===== config.mk =====
export PLATFORM = sky130hd
export DESIGN_NAME = dsi_video_frame_scheduler
export DESIGN_NICKNAME = d
export VERILOG_FILES = /design/src/rtl/dsi_pkg.sv /design/src/rtl/dsi_frame_timing_cnt.sv /design/src/rtl/dsi_video_frame_scheduler.sv
export SDC_FILE = /design/constraint.sdc
export NUM_CORES = 1
export LEC_CHECK = 0
export CORE_MARGIN = 4
export CORE_UTILIZATION = 25
export DETAILED_ROUTE_END_ITERATION = 6
export GPL_TIMING_DRIVEN = 0
export PLACE_DENSITY_LB_ADDON = 0.1
export SLEW_MARGIN = 20
export SYNTH_ARGS = -nofsm -noshare
export SYNTH_HDL_FRONTEND = slang
export SYNTH_SLANG_ARGS = --single-unit

===== constraint.sdc =====
create_clock -name clk -period 17.22 [get_ports clk]
set_input_delay 2.583 -clock clk [delete_from_list [all_inputs] [get_ports clk]]
set_output_delay 2.583 -clock clk [all_outputs]
set_load 0.02 [all_outputs]

===== src/rtl/dsi_pkg.sv =====
// Shared constants and types for the DSI video frame scheduler.
package dsi_pkg;

  // DSI data types emitted by the scheduler
  localparam logic [5:0] DT_VSS    = 6'h01;
  localparam logic [5:0] DT_HSS    = 6'h21;
  localparam logic [5:0] DT_BLANK  = 6'h19;
  localparam logic [5:0] DT_RGB888 = 6'h3E;

  typedef enum logic [2:0] {
    ST_IDLE        = 3'd0,
    ST_FRAME_START = 3'd1,
    ST_SYNC_HDR    = 3'd2,
    ST_PIX_HDR     = 3'd3,
    ST_PAYLOAD     = 3'd4,
    ST_BLANK_HDR   = 3'd5,
    ST_CMD_SLOT    = 3'd6,
    ST_RESYNC      = 3'd7
  } state_t;

  // Debug view: FSM state plus the vertical region of the current line
  typedef struct packed {
    state_t state;
    logic   in_vsync;
    logic   in_vbp;
    logic   in_active;
    logic   in_vfp;
  } dbg_t;

endpackage


===== src/rtl/dsi_frame_timing_cnt.sv =====
// Line counter for one frame plus vertical region decode.
// Vertical config is captured on i_load so the frame keeps its own timing.
module dsi_frame_timing_cnt #(
  parameter int VW = 12
) (
  input  logic          clk,
  input  logic          rst_n,
  input  logic          i_load,
  input  logic          i_advance,
  input  logic [VW-1:0] i_v_sync,
  input  logic [VW-1:0] i_v_bp,
  input  logic [VW-1:0] i_v_active,
  input  logic [VW-1:0] i_v_fp,
  output logic          o_in_vsync,
  output logic          o_in_vbp,
  output logic          o_in_active,
  output logic          o_in_vfp,
  output logic          o_first_line,
  output logic          o_first_active,
  output logic          o_last_active,
  output logic          o_last_line
);

  // Two extra bits so the sum of four VW-bit fields cannot wrap
  localparam int LW = VW + 2;

  logic [VW-1:0] r_vs;
  logic [VW-1:0] r_vbp;
  logic [VW-1:0] r_va;
  logic [VW-1:0] r_vfp;
  logic [LW-1:0] r_line;
  logic [LW-1:0] w_act_start;
  logic [LW-1:0] w_vfp_start;
  logic [LW-1:0] w_total;

  assign w_act_start = LW'(r_vs) + LW'(r_vbp);
  assign w_vfp_start = w_act_start + LW'(r_va);
  assign w_total     = w_vfp_start + LW'(r_vfp);

  // Shadow the vertical config and step the line counter
  always_ff @(posedge clk or negedge rst_n) begin
    if (!rst_n) begin
      r_vs   <= '0;
      r_vbp  <= '0;
      r_va   <= '0;
      r_vfp  <= '0;
      r_line <= '0;
    end else if (i_load) begin
      r_vs   <= i_v_sync;
      r_vbp  <= i_v_bp;
      r_va   <= i_v_active;
      r_vfp  <= i_v_fp;
      r_line <= '0;
    end else if (i_advance && !o_last_line) begin
      r_line <= r_line + LW'(1);
    end
  end

  assign o_in_vsync     = (r_line < LW'(r_vs));
  assign o_in_vbp       = !o_in_vsync && (r_line < w_act_start);
  assign o_in_active    = (r_line >= w_act_start) && (r_line < w_vfp_start);
  assign o_in_vfp       = (r_line >= w_vfp_start);
  assign o_first_line   = (r_line == '0);
  assign o_first_active = (r_line == w_act_start);
  assign o_last_active  = (r_line == w_vfp_start - LW'(1));
  assign o_last_line    = (r_line == w_total - LW'(1));

endmodule


===== src/rtl/dsi_video_frame_scheduler.sv =====
// Sequences one DSI video frame: per-line sync/pixel/blanking headers,
// pass-through pixel payload, one command slot per VFP line, and input
// framing checks with resynchronisation to the next end-of-frame word.
//
// Handshakes: a header or payload word moves when valid & ready are both
// high at a clock edge; valid and its data stay stable until accepted.
// in_ready mirrors pld_ready in PAYLOAD (zero-latency pass-through), is 1
// in RESYNC (drain), and 0 elsewhere.
module dsi_video_frame_scheduler
  import dsi_pkg::*;
#(
  parameter int HW = 16,
  parameter int VW = 12
) (
  input  logic          clk,
  input  logic          rst_n,
  input  logic          enable,
  input  logic [HW-1:0] cfg_h_active,
  input  logic [15:0]   cfg_h_blank_wc,
  input  logic [VW-1:0] cfg_v_sync,
  input  logic [VW-1:0] cfg_v_bp,
  input  logic [VW-1:0] cfg_v_active,
  input  logic [VW-1:0] cfg_v_fp,
  input  logic [31:0]   in_data,
  input  logic          in_valid,
  input  logic          in_sop,
  input  logic          in_eop,
  output logic          in_ready,
  output logic          hdr_valid,
  output logic [5:0]    hdr_type,
  output logic [15:0]   hdr_wc,
  input  logic          hdr_ready,
  output logic [31:0]   pld_data,
  output logic          pld_valid,
  output logic          pld_last,
  input  logic          pld_ready,
  input  logic          cmd_req,
  output logic          cmd_grant,
  input  logic          cmd_done,
  output logic          sync_err,
  output dbg_t          dbg
);

  state_t        r_state;
  state_t        w_state_nxt;
  state_t        w_frame_end_state;
  logic [15:0]   r_h_pix_wc;
  logic [15:0]   r_h_blank_wc;
  logic [HW-1:0] r_h_last_idx;
  logic [HW-1:0] r_word_cnt;
  logic          r_flush;
  logic          r_sync_err;

  logic [HW+1:0] w_h_x3;
  logic          w_at_last;
  logic          w_load;
  logic          w_advance;
  logic          w_word_inc;
  logic          w_word_clr;
  logic          w_err;
  logic          w_flush_set;
  logic          w_is_first;
  logic          w_is_final;

  logic w_in_vsync;
  logic w_in_vbp;
  logic w_in_active;
  logic w_in_vfp;
  logic w_first_line;
  logic w_first_active;
  logic w_last_active;
  logic w_last_line;

  dsi_frame_timing_cnt #(.VW(VW)) u_timing (
    .clk            (clk),
    .rst_n          (rst_n),
    .i_load         (w_load),
    .i_advance      (w_advance),
    .i_v_sync       (cfg_v_sync),
    .i_v_bp         (cfg_v_bp),
    .i_v_active     (cfg_v_active),
    .i_v_fp         (cfg_v_fp),
    .o_in_vsync     (w_in_vsync),
    .o_in_vbp       (w_in_vbp),
    .o_in_active    (w_in_active),
    .o_in_vfp       (w_in_vfp),
    .o_first_line   (w_first_line),
    .o_first_active (w_first_active),
    .o_last_active  (w_last_active),
    .o_last_line    (w_last_line)
  );

  // h_active * 3 bytes per line; h_active is a multiple of 4 so /4 is exact
  assign w_h_x3    = {2'b00, cfg_h_active} + {1'b0, cfg_h_active, 1'b0};
  assign w_at_last = (r_word_cnt == r_h_last_idx);
  assign sync_err  = r_sync_err;
  assign dbg       = {r_state, w_in_vsync, w_in_vbp, w_in_active, w_in_vfp};

  // State register
  always_ff @(posedge clk or negedge rst_n) begin
    if (!rst_n) r_state <= ST_IDLE;
    else        r_state <= w_state_nxt;
  end

  // Horizontal shadow config, word counter, flush flag and sticky error
  always_ff @(posedge clk or negedge rst_n) begin
    if (!rst_n) begin
      r_h_pix_wc   <= '0;
      r_h_blank_wc <= '0;
      r_h_last_idx <= '0;
      r_word_cnt   <= '0;
      r_flush      <= 1'b0;
      r_sync_err   <= 1'b0;
    end else begin
      if (w_load) begin
        r_h_pix_wc   <= 16'(w_h_x3);
        r_h_blank_wc <= cfg_h_blank_wc;
        r_h_last_idx <= w_h_x3[HW+1:2] - HW'(1);
      end
      if (w_load || w_word_clr)  r_word_cnt <= '0;
      else if (w_word_inc)       r_word_cnt <= r_word_cnt + HW'(1);
      if (w_load)                r_flush <= 1'b0;
      else if (w_flush_set)      r_flush <= 1'b1;
      if (w_err)                 r_sync_err <= 1'b1;
      else if (!enable)          r_sync_err <= 1'b0;
    end
  end

  // Next-state and output decode
  always_comb begin
    w_state_nxt       = r_state;
    w_frame_end_state = enable ? ST_FRAME_START : ST_IDLE;
    hdr_valid         = 1'b0;
    hdr_type          = 6'h00;
    hdr_wc            = 16'h0000;
    pld_data          = 32'h0;
    pld_valid         = 1'b0;
    pld_last          = 1'b0;
    in_ready          = 1'b0;
    cmd_grant         = 1'b0;
    w_load            = 1'b0;
    w_advance         = 1'b0;
    w_word_inc        = 1'b0;
    w_word_clr        = 1'b0;
    w_err             = 1'b0;
    w_flush_set       = 1'b0;
    w_is_first        = w_first_active && (r_word_cnt == '0);
    w_is_final        = w_last_active && w_at_last;

    case (r_state)
      ST_IDLE: begin
        if (enable) w_state_nxt = ST_FRAME_START;
      end

      ST_FRAME_START: begin
        w_load      = 1'b1;
        w_state_nxt = ST_SYNC_HDR;
      end

      ST_SYNC_HDR: begin
        hdr_valid = 1'b1;
        hdr_type  = (w_in_vsync && w_first_line) ? DT_VSS : DT_HSS;
        if (hdr_ready) w_state_nxt = w_in_active ? ST_PIX_HDR : ST_BLANK_HDR;
      end

      ST_PIX_HDR: begin
        hdr_valid = 1'b1;
        hdr_type  = DT_RGB888;
        hdr_wc    = r_h_pix_wc;
        if (hdr_ready) w_state_nxt = ST_PAYLOAD;
      end

      ST_PAYLOAD: begin
        if (r_flush) begin
          // Input already drained this frame: pad the line with zeros
          pld_valid = 1'b1;
          pld_last  = w_at_last;
          if (pld_ready) begin
            if (w_at_last) begin
              w_word_clr  = 1'b1;
              w_state_nxt = ST_BLANK_HDR;
            end else begin
              w_word_inc = 1'b1;
            end
          end
        end else begin
          pld_valid = in_valid;
          pld_data  = in_data;
          pld_last  = in_valid && w_at_last;
          in_ready  = pld_ready;
          if (in_valid && pld_ready) begin
            if ((w_is_first != in_sop) || (w_is_final != in_eop)) begin
              w_err      = 1'b1;
              w_word_clr = 1'b1;
              // An eop on the bad word means the stream is already drained
              if (in_eop) begin
                w_flush_set = 1'b1;
                w_state_nxt = ST_BLANK_HDR;
              end else begin
                w_state_nxt = ST_RESYNC;
              end
            end else if (w_at_last) begin
              w_word_clr  = 1'b1;
              w_state_nxt = ST_BLANK_HDR;
            end else begin
              w_word_inc = 1'b1;
            end
          end
        end
      end

      ST_RESYNC: begin
        in_ready = 1'b1;
        if (in_valid && in_eop) begin
          w_flush_set = 1'b1;
          w_state_nxt = ST_BLANK_HDR;
        end
      end

      ST_BLANK_HDR: begin
        hdr_valid = 1'b1;
        hdr_type  = DT_BLANK;
        hdr_wc    = r_h_blank_wc;
        if (hdr_ready) begin
          if (w_in_vfp && cmd_req) begin
            w_state_nxt = ST_CMD_SLOT;
          end else if (w_last_line) begin
            w_state_nxt = w_frame_end_state;
          end else begin
            w_advance   = 1'b1;
            w_state_nxt = ST_SYNC_HDR;
          end
        end
      end

      ST_CMD_SLOT: begin
        cmd_grant = 1'b1;
        if (cmd_done) begin
          if (w_last_line) begin
            w_state_nxt = w_frame_end_state;
          end else begin
            w_advance   = 1'b1;
            w_state_nxt = ST_SYNC_HDR;
          end
        end
      end

      default: w_state_nxt = ST_IDLE;
    endcase
  end

endmodule


==> results.tsv, run 1 <==
metric	value	unit
maximum root-to-sink buffer count	2	
Mapped Avg Cell Area	8.127	um^2
min cycle time layout	9685	ps
synthesized flop and latch total	131	
number of global-route vias before repair	10050	
Detailed Place HPWL	29590	um
CTS buffer count	17	
largest net degree at the start of global routing	77	
Core ar.	43170	um^2
most common cell after layout, fill and taps aside	nand2_1	
final period utilization	56.24	%
total number of vias	9949	
Worst Setup EP	dbg[1]	
DRC Markers	0	
arrival time worst endpoint	7100	ps
Final Wtd Congestion	0.8187	
Slew Limit Fails	0	
vias per cell	4.627	
Post-DRT Antenna Nets	0	
ys async rst share	100.0	%
share of cells above drive strength 1	4.217	%
FILL cells	4629	
max-cap viol count	0	
Post-synth EDFFs	0	
CP startpoint	u_timing.r_vs[0]	
hold_ws	475.5	ps
syn nets	1578	
P&R area growth vs syn	29.53	%
CTS root buffer	clkbuf_16	
Worst Setup Path Type	reg -> out	
Die Wd	217.1	um
top cell type's share of synthesized area	29.99	%
Clock Latency Late Sink	430	ps
worst-path cell with the longest stage delay	nor3b_1	
cell mode on critical path	a21o_1	
Congestion Overflow GR	0	
top post-synthesis cells by area	dfrtp_1 30%, ha_1 12%, nand2_1 8.3%	
placed insts	2118	
WL/cell	17.20	um
Setup-failing EPs final	0	
main flop type after synthesis	dfrtp_1	
most frequent cells in the layout	242 x nand2_1, 186 x clkdlybuf4s50_1, 131 x dfrtp_1, 107 x ha_1, 102 x o21ai_0	
unrepaired setup endpoints after global routing	false	
Design Area, Final	14160	um^2
total iterations of the first detailed-routing run	5	
Port Buffers	187	
Post-CTS Hold Buffers	0	
clock slew at reported path FFs	70	ps
final hold vios	0	
layout net count	1785	
Worst Setup End Kind	primary output	
H-Tree Level Count	4	
initial antenna violation count	0	
CP Max Fanout	10	
instance area at placement	13570	um^2
Yosys warnings	0	
Sum Neg Setup Slack	0	ps
Fin Clk Skew	13.60	ps
cells along the critical path	ha_1 -> inv_1 -> fa_1 -> nor2b_1 -> o31a_1 -> o21ai_0 -> nand2b_1 -> xor2_1 -> ha_1 -> clkbuf_1 -> o211ai_1 -> a21o_1 -> o211ai_1 -> inv_1 -> ha_1 -> a21o_1 -> a21o_1 -> a21o_1 -> or4_1 -> a311oi_1 -> o21ai_1 -> nor3b_1 -> buf_4 -> clkdlybuf4s50_1	
Setup Fix Bufs, Post-CTS	0	
Ports	189	
max frequency	103.3	MHz
Slew headroom	29.99	%
Worst-Margin Slew	1040	ps
status	complete, no violations	
Mapped Area	10930	um^2
GR Util All Layers	15.68	%
worst stage delay on the critical path	710	ps
Starting Density	25.32	%
Cell variety after synth	80	
Syn Inst Count	1345	
worst flop-to-flop path endpoint	u_timing.r_line[12]	
Clock Sinks	131	
row count	76	
first-pass GRT wire length	58210	um
RR Startpoint	u_timing.r_vs[0]	
Die Y	217.1	um
die area	47130	um^2
1st-iter DRT viols	490	
Data required, critical path	14640	ps
post-cts sizing count	0	
CTS tree	built	
Non-Filler Instances	2150	
HP Class	reg -> reg	
sequential area share after synthesis	29.99	%
flop-to-flop setup slack	9750	ps
diode count	0	
drt total wl	36980	um
kind of start point of the critical path	register	
area leader, netlist	dfrtp_1	
cell count of the worst reg-to-reg path	28	
==> through the flow <==
step | util, % | setup slack [ps]
after floorplan | - | 9860
after global placement | 31.35 | 7495
after detailed placement | 31.43 | 7973
after CTS | 32.80 | 7444
after global routing | 32.80 | 6956
final | 32.80 | 7535
==> final cells by class <==
class,instances,area (um^2),area share (%)
multi-input combinational,1053,7008,49.50
buffer,66,286.5,2.024
tap,585,732.0,5.170
inverter,95,357.8,2.527
sequential,131,3278,23.15
timing repair buffer,188,1904,13.45
clock inverter,13,148.9,1.052
clock buffer,19,442.9,3.128
==> cell usage after synthesis, types with 16 or more instances <==
cell	n
ha_1	107
o21ai_0	102
and2_1	41
nand2_1	242
xnor2_1	60
nor4_1	17
inv_1	94
clkbuf_1	48
nand4_1	25
a21oi_1	65
dfrtp_1	131
nand3_1	23
a22o_1	16
xor2_1	44
a21o_1	24
nor2_1	58
==> kinds of logic after synthesis <==
kind of cell	Yosys count	share of synthesized area, %
AND/OR/NAND/NOR	518	23.12
AO/OA/AOI/OAI	309	18.18
buffers and inverters	161	5.895
flip-flops	131	29.99
adder cells (fa/ha/maj)	111	12.98
XOR/XNOR	108	9.169
multiplexers	7	0.6639
==> state kept, by name, summed over array words and instances (netlist names), 14 cells and up <==
register,cells
r_h_blank_wc,16
r_h_last_idx,16
r_h_pix_wc,16
r_word_cnt,16
u_timing.r_line,14
==> worst max-delay path: cells and delay by family (launching register included) <==
family	cells	cell delay [ps]
compound gates	10	2110
simple gates	4	1380
xor+xnor	1	220
fa+ha+maj	4	1080
flops	1	460
buf+inv	5	1420
==> how the worst min path moves through the flow <==
stage	to	cells after the start	start
2_1_floorplan	r_h_pix_wc[0]	2	r_h_pix_wc[0]
3_3_place_gp	r_h_blank_wc[10]	2	r_h_blank_wc[10]
3_5_place_dp	r_h_pix_wc[1]	2	r_h_pix_wc[1]
4_1_cts	r_h_pix_wc[1]	2	r_h_pix_wc[1]
5_1_grt	r_h_blank_wc[7]	2	r_h_blank_wc[7]
6_report	r_h_blank_wc[11]	2	r_h_blank_wc[11]
==> per-layer routing <==
| layer | vias up | part of all wire, % | track usage [%] |
|---|---|---|---|
| met5 | - | 0 | 0 |
| met4 | 0 | 1.2 | 3.010 |
| met3 | 20 | 2.4 | 2.402 |
| met2 | 101 | 51 | 28.12 |
| met1 | 4735 | 45 | 20.10 |
| li1 | 5093 | - | - |
Power of run 1 is not shown: default switching activity piles up to over one toggle a cycle in this logic, so the estimate is an artifact.
==> inputs of run 2 (changes only) <==
- clock period: 17.22 -> 9 ns (I/O delays scaled with it)
==> run 2 against run 1 <==
Utilization barely moved. Clock skew barely moved. Highest routed layer unchanged. Sequential cell count did not move. Critical path type unchanged. Global-route usage did not move. Critical path depth did not move. Count of clock-buffer cells in the layout did not move. First-iteration DRC count rose by 0.41%. Setup slack got worse by 6700 ps.
==> results.tsv, run 2 (synthesis gave the netlist of run 1 again) <==
metric	value	unit	change
status	complete, no violations		
Congestion Overflow GR	0		unchanged
first-pass GRT wire length	58210	um	unchanged
share of cells above drive strength 1	4.281	%	+0.064 points
vias per cell	4.639		+0.25%
Hold Crit Start	r_h_blank_wc[11]		
cell class contributing the biggest share of worst-path delay	compound AO/OA/AOI/OAI gates		
kind of start point of the critical path	register		
1st-iter DRT viols	492		+0.41%
Ports	189		unchanged
max frequency	122.0	MHz	
min cycle time layout	8197	ps	
Worst-Margin Slew	1017	ps	-23.43 ps
Sum Neg Setup Slack	0	ps	unchanged
Die Wd	217.1	um	unchanged
CTS buffer count	17		unchanged
unrepaired setup endpoints after global routing	false		
final hold vios	0		unchanged
Die Y	217.1	um	unchanged
Setup Fix Bufs, Post-CTS	0		unchanged
cell mode on critical path	a21o_1		
diode count	0		unchanged
initial antenna violation count	0		unchanged
H-Tree Level Count	4		unchanged
most common cell after layout, fill and taps aside	nand2_1		
Detailed Place HPWL	29590	um	unchanged
arrival time worst endpoint	6850	ps	-250 ps
WP buf/inv	5		unchanged
P&R area growth vs syn	29.58	%	about the same
Slew headroom	31.57	%	+1.6 points
FILL cells	4628		-0.022%
largest net degree at the start of global routing	77		unchanged
row count	76		unchanged
max-cap viol count	0		unchanged
most frequent cells in the layout	242 x nand2_1, 186 x clkdlybuf4s50_1, 131 x dfrtp_1, 107 x ha_1, 102 x o21ai_0		
cells along the critical path	ha_1 -> inv_1 -> fa_1 -> nor2b_1 -> o31a_1 -> o21ai_0 -> nand2b_1 -> xor2_1 -> ha_1 -> clkbuf_1 -> o211ai_1 -> a21o_1 -> o211ai_1 -> inv_1 -> ha_1 -> a21o_1 -> a21o_1 -> a21o_1 -> or4_1 -> a311oi_1 -> o21ai_1 -> nor3b_2 -> buf_4 -> clkdlybuf4s50_1		
clock slew at reported path FFs	70	ps	about the same
die area	47130	um^2	unchanged
GR Util All Layers	15.68	%	unchanged
total iterations of the first detailed-routing run	5		unchanged
Port Buffers	187		unchanged
Post-CTS Hold Buffers	0		unchanged
layout net count	1785		unchanged
total number of vias	9974		+0.25%
Worst Setup End Kind	primary output		
Data required, critical path	7650	ps	-6990 ps
CP startpoint	u_timing.r_vs[0]		
worst-path cell with the longest stage delay	clkdlybuf4s50_1		
Setup-failing EPs final	0		unchanged
WL/cell	17.24	um	+0.23%
CTS tree	built		
Slew Limit Fails	0		unchanged
Post-DRT Antenna Nets	0		unchanged
RR Startpoint	u_timing.r_vs[0]		
cell count of the worst reg-to-reg path	28		unchanged
number of global-route vias before repair	10050		unchanged
CTS root buffer	clkbuf_16		
Core ar.	43170	um^2	unchanged
CP Max Fanout	10		unchanged
Fin Clk Skew	13.48	ps	-0.1167 ps
drt total wl	37070	um	+0.23%
HP Class	reg -> reg		
Min-Delay Path Depth	2		unchanged
final period utilization	91.08	%	
DRC Markers	0		unchanged
maximum root-to-sink buffer count	2		unchanged
worst stage delay on the critical path	590	ps	-120 ps
Clock Sinks	131		unchanged
Levels on crit path	24		unchanged
Clock Latency Late Sink	430	ps	about the same
Final Wtd Congestion	0.8187		unchanged
Starting Density	25.32	%	unchanged
Worst Setup Path Type	reg -> out		
==> run 2: routing by layer <==
| metal | vias to the layer above | share of wire (%) | global-route usage [%] |
|---|---|---|---|
| met3 | 22 | 2.5 | 2.402 |
| met4 | 0 | 1.2 | 3.010 |
| met2 | 106 | 51 | 28.12 |
| met1 | 4750 | 45 | 20.10 |
| li1 | 5096 | - | - |
| met5 | - | 0 | 0 |
==> run 2: worst reg2reg max path: cells and delay by family, from the launching register on <==
family,cells,cell delay (ps)
AOI/OAI and AO/OA,12,2660
and+or+nand+nor,6,1860
adders and majority gates,4,1080
buffers and inverters,4,870
DFF,1,460
muxes,1,240
xor gates and xnor gates,1,220
==> run 2: repair_timing <==
action                                  in CTS  in global routing
gates resized for setup                      0                  1
endpoints found under the hold margin        0                  0
endpoints found under the setup margin       0                  1
==> run 2: final cells by class <==
class | instances | area, um^2 | share of cell area (%)
Multi-Input combinational cell | 1053 | 7013 | 49.51
Sequential cell | 131 | 3278 | 23.14
Timing Repair Buffer | 188 | 1904 | 13.45
Tap cell | 585 | 732.0 | 5.168
Clock buffer | 19 | 442.9 | 3.127
Inverter | 95 | 357.8 | 2.526
Buffer | 66 | 286.5 | 2.023
Clock inverter | 13 | 148.9 | 1.051
==> run 2: path summary, 6_finish.rpt <==
path	end	slack [ps]
max	dbg[1]	800
min	r_h_blank_wc[11]	480
max reg2reg	u_timing.r_line[12]	1540
min reg2reg	r_h_blank_wc[11]	480
max in group asynchronous	r_h_last_idx[8]	7350
min in group asynchronous	u_timing.r_vbp[2]	860
==> run 2: metrics by stage <==
stage	cells	cell area [um^2]	hold WS, ps	worst slack (ps)	util (%)
after detailed placement	2118	13570	462.7	986.2	31.43
after global routing	2150	14160	493.9	246.5	32.81
after global placement	2117	13530	460.0	507.8	31.35
after floorplan	1345	10930	446.1	2873	-
final	2150	14160	475.5	802.9	32.81
after CTS	2150	14160	479.9	456.6	32.80
Power of run 2 is left out for the same reason.
==> inputs of run 3 (changes only) <==
- CTS_CLUSTER_DIAMETER: unset -> 60
==> results of run 3 <==
No change in the layout: final DEF, timing and power equal those of run 2.
Power of run 3 is left out for the same reason.
